`config.mk`:
```
export PLATFORM = sky130hd
export DESIGN_NAME = branch_resolve_unit
export DESIGN_NICKNAME = d
export VERILOG_FILES = /design/src/rtl/branch_pkg.sv /design/src/rtl/cond_eval.sv /design/src/rtl/branch_resolve_unit.sv
export SDC_FILE = /design/constraint.sdc
export NUM_CORES = 1
export LEC_CHECK = 0
export ABC_AREA = 0
export ABC_CLOCK_PERIOD_IN_PS = 6770
export CAP_MARGIN = 10
export CORE_MARGIN = 2
export CORE_UTILIZATION = 50
export DETAILED_ROUTE_END_ITERATION = 16
export PLACE_DENSITY = 0.85
export SLEW_MARGIN = 25
export SYNTH_ARGS = -nofsm -noshare
export SYNTH_HDL_FRONTEND = slang
export SYNTH_SLANG_ARGS = --single-unit
```
`constraint.sdc`:
```
create_clock -name clk -period 6.77 [get_ports clk]
set_input_delay 0.677 -clock clk [delete_from_list [all_inputs] [get_ports clk]]
set_output_delay 0.677 -clock clk [all_outputs]
set_load 0.02 [all_outputs]
```
`src/rtl/branch_pkg.sv`:
```
// Shared definitions for the branch resolve unit: condition codes, flag bit positions, FSM states.
package branch_pkg;

  localparam logic [3:0] COND_EQ = 4'd0;
  localparam logic [3:0] COND_NE = 4'd1;
  localparam logic [3:0] COND_ZS = 4'd2;
  localparam logic [3:0] COND_ZC = 4'd3;
  localparam logic [3:0] COND_MI = 4'd4;
  localparam logic [3:0] COND_PL = 4'd5;
  localparam logic [3:0] COND_AL = 4'd6;
  localparam logic [3:0] COND_NV = 4'd7;

  // Bit positions inside the {equal, z, n} flag vector.
  localparam int unsigned FLAG_EQUAL = 2;
  localparam int unsigned FLAG_Z     = 1;
  localparam int unsigned FLAG_N     = 0;

  typedef enum logic [1:0] {
    StIdle,
    StWaitFlags,
    StResp
  } state_e;

endpackage

```
`src/rtl/cond_eval.sv`:
```
// Combinational condition-code evaluator: decides taken/illegal from a 4-bit code and the flags.
module cond_eval
  import branch_pkg::*;
(
  input  logic [3:0] cond_i,
  input  logic [2:0] flags_i,
  output logic       taken_o,
  output logic       illegal_o
);

  always_comb begin
    taken_o   = 1'b0;
    illegal_o = 1'b0;
    case (cond_i)
      COND_EQ: taken_o = flags_i[FLAG_EQUAL];
      COND_NE: taken_o = ~flags_i[FLAG_EQUAL];
      COND_ZS: taken_o = flags_i[FLAG_Z];
      COND_ZC: taken_o = ~flags_i[FLAG_Z];
      COND_MI: taken_o = flags_i[FLAG_N];
      COND_PL: taken_o = ~flags_i[FLAG_N];
      COND_AL: taken_o = 1'b1;
      COND_NV: taken_o = 1'b0;
      default: illegal_o = 1'b1;
    endcase
  end

endmodule

```
`src/rtl/branch_resolve_unit.sv`:
```
// Branch resolve unit: holds the architectural flags, resolves branch requests (optionally
// waiting for the next flag update) and presents a held taken/target result to fetch.
module branch_resolve_unit
  import branch_pkg::*;
#(
  parameter int unsigned ADDR_W  = 32,
  parameter int unsigned PC_INC  = 4,
  parameter int unsigned TIMEOUT = 255
) (
  input  logic              clk,
  input  logic              rst_n,
  input  logic              flag_valid_i,
  input  logic              flag_equal_i,
  input  logic              flag_z_i,
  input  logic              flag_n_i,
  input  logic              br_valid_i,
  output logic              br_ready_o,
  input  logic [3:0]        br_cond_i,
  input  logic              br_wait_i,
  input  logic [ADDR_W-1:0] br_pc_i,
  input  logic [ADDR_W-1:0] br_offset_i,
  output logic              res_valid_o,
  input  logic              res_ready_i,
  output logic              res_taken_o,
  output logic [ADDR_W-1:0] res_target_o,
  output logic              res_flush_o,
  output logic              res_illegal_o,
  output logic              res_timeout_o,
  output logic [2:0]        flags_q_o
);

  state_e            state_q, state_d;
  logic [2:0]        flags_q, flags_in, eval_flags;
  logic [3:0]        cond_q, eval_cond;
  logic [ADDR_W-1:0] pc_q, off_q, eval_pc, eval_off;
  logic [7:0]        cnt_q, cnt_d;
  logic              capture, load_res, force_to;
  logic              cond_taken, cond_illegal, taken_eff;
  logic [ADDR_W-1:0] target;

  logic              res_taken_q, res_illegal_q, res_timeout_q;
  logic [ADDR_W-1:0] res_target_q;

  assign flags_in = {flag_equal_i, flag_z_i, flag_n_i};

  cond_eval u_cond_eval (
    .cond_i   (eval_cond),
    .flags_i  (eval_flags),
    .taken_o  (cond_taken),
    .illegal_o(cond_illegal)
  );

  always_comb begin
    state_d    = state_q;
    cnt_d      = cnt_q;
    capture    = 1'b0;
    load_res   = 1'b0;
    force_to   = 1'b0;
    eval_cond  = cond_q;
    eval_pc    = pc_q;
    eval_off   = off_q;
    eval_flags = flags_in;
    case (state_q)
      StIdle: begin
        // Resolve straight from the request; forward same-cycle flags over the register.
        eval_cond  = br_cond_i;
        eval_pc    = br_pc_i;
        eval_off   = br_offset_i;
        eval_flags = flag_valid_i ? flags_in : flags_q;
        if (br_valid_i) begin
          capture = 1'b1;
          if (!br_wait_i || flag_valid_i) begin
            load_res = 1'b1;
            state_d  = StResp;
          end else begin
            cnt_d   = '0;
            state_d = StWaitFlags;
          end
        end
      end
      StWaitFlags: begin
        if (flag_valid_i) begin
          load_res = 1'b1;
          state_d  = StResp;
        end else begin
          cnt_d = cnt_q + 8'd1;
          if (cnt_d == 8'(TIMEOUT)) begin
            load_res = 1'b1;
            force_to = 1'b1;
            state_d  = StResp;
          end
        end
      end
      StResp: begin
        if (res_ready_i) state_d = StIdle;
      end
      default: state_d = StIdle;
    endcase
  end

  assign taken_eff = cond_taken & ~force_to;
  assign target    = taken_eff ? (eval_pc + eval_off) : (eval_pc + ADDR_W'(PC_INC));

  always_ff @(posedge clk or negedge rst_n) begin
    if (!rst_n) begin
      state_q       <= StIdle;
      flags_q       <= 3'b000;
      cnt_q         <= '0;
      cond_q        <= '0;
      pc_q          <= '0;
      off_q         <= '0;
      res_taken_q   <= 1'b0;
      res_illegal_q <= 1'b0;
      res_timeout_q <= 1'b0;
      res_target_q  <= '0;
    end else begin
      state_q <= state_d;
      cnt_q   <= cnt_d;
      if (flag_valid_i) flags_q <= flags_in;
      if (capture) begin
        cond_q <= br_cond_i;
        pc_q   <= br_pc_i;
        off_q  <= br_offset_i;
      end
      if (load_res) begin
        res_taken_q   <= taken_eff;
        res_illegal_q <= cond_illegal;
        res_timeout_q <= force_to;
        res_target_q  <= target;
      end
    end
  end

  assign br_ready_o    = (state_q == StIdle);
  assign res_valid_o   = (state_q == StResp);
  assign res_taken_o   = res_taken_q;
  assign res_target_o  = res_target_q;
  assign res_flush_o   = res_valid_o & res_taken_q;
  assign res_illegal_o = res_illegal_q;
  assign res_timeout_o = res_timeout_q;
  assign flags_q_o     = flags_q;

endmodule

```
==> run metrics <==
outcome completed; minimum clock period 4.34 ns; Worst setup EP type flop; CTS resizes 0; Final Util 0.623; H-tree Lvls 4; placed cells 1251; Critical Path AT 4.64 ns; worst slack at placement 2.09 ns; most frequent cells in the layout nand2_1 (181), dfrtp_1 (116), clkdlybuf4s50_1 (116); footprint of the multi-input gates 0.00519 sq mm; fin crit share 0.641; Max Clock Skew 0.00846 ns; Core Rows 47; dpl hpwl 16000 um; Post-Syn Area 0.00841 sq mm; Worst setup startpoint br_pc_i[2]; CTS sink cnt 116; Worst Max-Slew Pin Slew 0.890 ns; clock root buffer master clkbuf_16; full die area 0.0179 sq mm; Post-synth EDFFs 0; ratio of cells with drive above 1 in the final layout 0.126; Pwr Total around 4.3 mW; final net count approximately 1200; first-pass GRT wire length 35600 um; CTS tree built; routed vias/inst 5.85; largest net degree at the start of global routing 72; kind of critical path in2reg; leakage power 4.50 nW; CP Data Required Time 7.07 ns; pwr/cell area approximately 420 mW/mm^2; Post-Route WL roughly 22000 um; fill cell count 1329; Post-CTS Setup Bufs 0; Min Hold Slack between 0.2 and 0.25 ns; Hold Crit Class in2async; critical path, cell by cell clkdlybuf4s50_1 > or3b_1 > and2_2 > inv_1 > ha_1 > nor2b_1 > o31a_1 > o311ai_1 > o211ai_2 > a211oi_1 > nor3b_1 > o31ai_1 > a31oi_1 > mux2i_1 > a221o_1; sequential cell area 0.00290 sq mm; grt total ovfl 0; register area share after synthesis 0.345; residual DRC count 0; Setup WS post-layout 2.43 ns; chip width around 130 um; Core ar. 0.0165 sq mm; final setup vio count 0; relative slew slack 0.407; Peak VDD IR ~250 uV; RSZ-0062 raised after global routing false; crit start category primary input; Syn Inst Count 954; area grow syn2layout 22.4%; flops & latches, synth 116; most common cell after layout, fill and taps aside nand2_1; CTS Buf Count 17; clk slew on worst S/H paths approximately 0.060 ns; Antenna diodes 0; CP max-delay cell o311ai_1; worst skew pair latency between 0.4 and 0.5 ns; Post-synth top flop dfrtp_1; Layout Cells excl Fill 1284; CP max stage delay 0.55 ns; Fin. Hold Viols 0; drt first pass iters 5; vias in the first global route 6919; Synthesized Nets around 1100; antenna viol nets, final 0; hold_buf cts 0; syn_area_per_cell 8.82 sq um; gpl congestion between 0.9 and 1; clock buffer depth 2; placed cell area 0.00971 sq mm; Initial Util 0.509; Fmax about 230 MHz; worst-path fanout max 4; Tot GR Track Use 0.250; maxcap violations 0; YS warnings 0; initial antenna violation count 0; asr flop ratio synth 1.00; Die Span Y around 130 um; wire length per cell 17.0 um; Crit Reg-Reg Startpoint state_q[1]$_DFFE_PN0P_; final setup TNS 0 ns; top-level I/O count about 120; Iteration-0 DRC Markers between 900 and 1000; IO buf count 117; final number of max-transition violations 0; via count 7516; post-synth cell types between 70 and 80; post-route cell area 0.0103 sq mm
## critical path: cells and delay by family
| kind | cells | cell delay [ns] |
|---|---|---|
| compound gates | 7 | 2.00 |
| fa+ha+maj | 1 | 0.27 |
| buf+inv | 2 | 0.56 |
| mux | 1 | 0.09 |
| simple gates | 4 | 1.06 |
## where the power goes
| group | switching, mW | internal, mW | leakage [nW] |
|---|---|---|---|
| Combinational | 1.27 | 1.03 | 2.83 |
| Sequential | 0.185 | 0.937 | 1.40 |
| Clock | 0.362 | 0.513 | 0.272 |
## synthesized netlist by cell type (all sizes together) (26+ instances only)
cell	instances	area [sq um]
a21oi	46	234
clkbuf	29	110
dfrtp	116	2900
ha	28	350
inv	29	109
mux2	72	811
mux2i	36	360
nand2	182	691
nand3	26	140
nor2	37	141
o21ai	63	315
xnor2	59	517
## path summary, 6_finish.rpt
kind | endpoint | slack (ns) | cells past startpoint
min | pc_q[5]$_DFFE_PN0P_ | 0.25 | 1
min in group clk | res_target_o[16]$_DFFE_PN0P_ | 0.48 | 2
min reg2reg | res_target_o[16]$_DFFE_PN0P_ | 0.48 | 2
max | res_target_o[28]$_DFFE_PN0P_ | 2.43 | 15
max reg2reg | res_target_o[27]$_DFFE_PN0P_ | 2.45 | 16
max in group asynchronous | res_target_o[26]$_DFFE_PN0P_ | 5.22 | 2
## cell type report
class | count | share of cell area
repair buffers | 127 | 0.122
clock inverters | 15 | 0.0141
flip-flops and latches | 116 | 0.282
multi-input cells | 760 | 0.504
clock buffers | 17 | 0.0413
inverters | 29 | 0.0106
well taps | 220 | 0.0267
## metal layers
| layer | part of all wire | GRT usage | up-vias | routed length [um] |
|---|---|---|---|---|
| li1 | - | - | 3576 | - |
| met1 | 0.45 | 0.361 | 3563 | 9810 |
| met2 | 0.45 | 0.379 | 341 | 9840 |
| met3 | 0.075 | 0.0430 | 36 | 1640 |
| met4 | 0.023 | 0.0892 | 0 | 505 |
| met5 | 0 | 0 | - | 0 |
## cells by family after synthesis
logic type | after synthesis | share of synthesized area
AND/OR/NAND/NOR | 334 | 0.189
AO/OA/AOI/OAI | 207 | 0.155
flip-flops | 116 | 0.345
multiplexers | 109 | 0.142
XOR/XNOR | 79 | 0.0822
buffers and inverters | 78 | 0.0404
adder cells (fa/ha/maj) | 31 | 0.0464
## registers in the layout (all words and copies together) (netlist names)
| register | flops |
|---|---|
| cnt_q | 8 |
| pc_q | 32 |
| off_q | 32 |
| res_taken_o | 1 |
| res_illegal_o | 1 |
| cond_q | 4 |
| state_q | 2 |
| res_target_o | 32 |
| res_timeout_o | 1 |
| flags_q_o | 3 |
No activity file was read; power rests on OpenSTA's default activity.
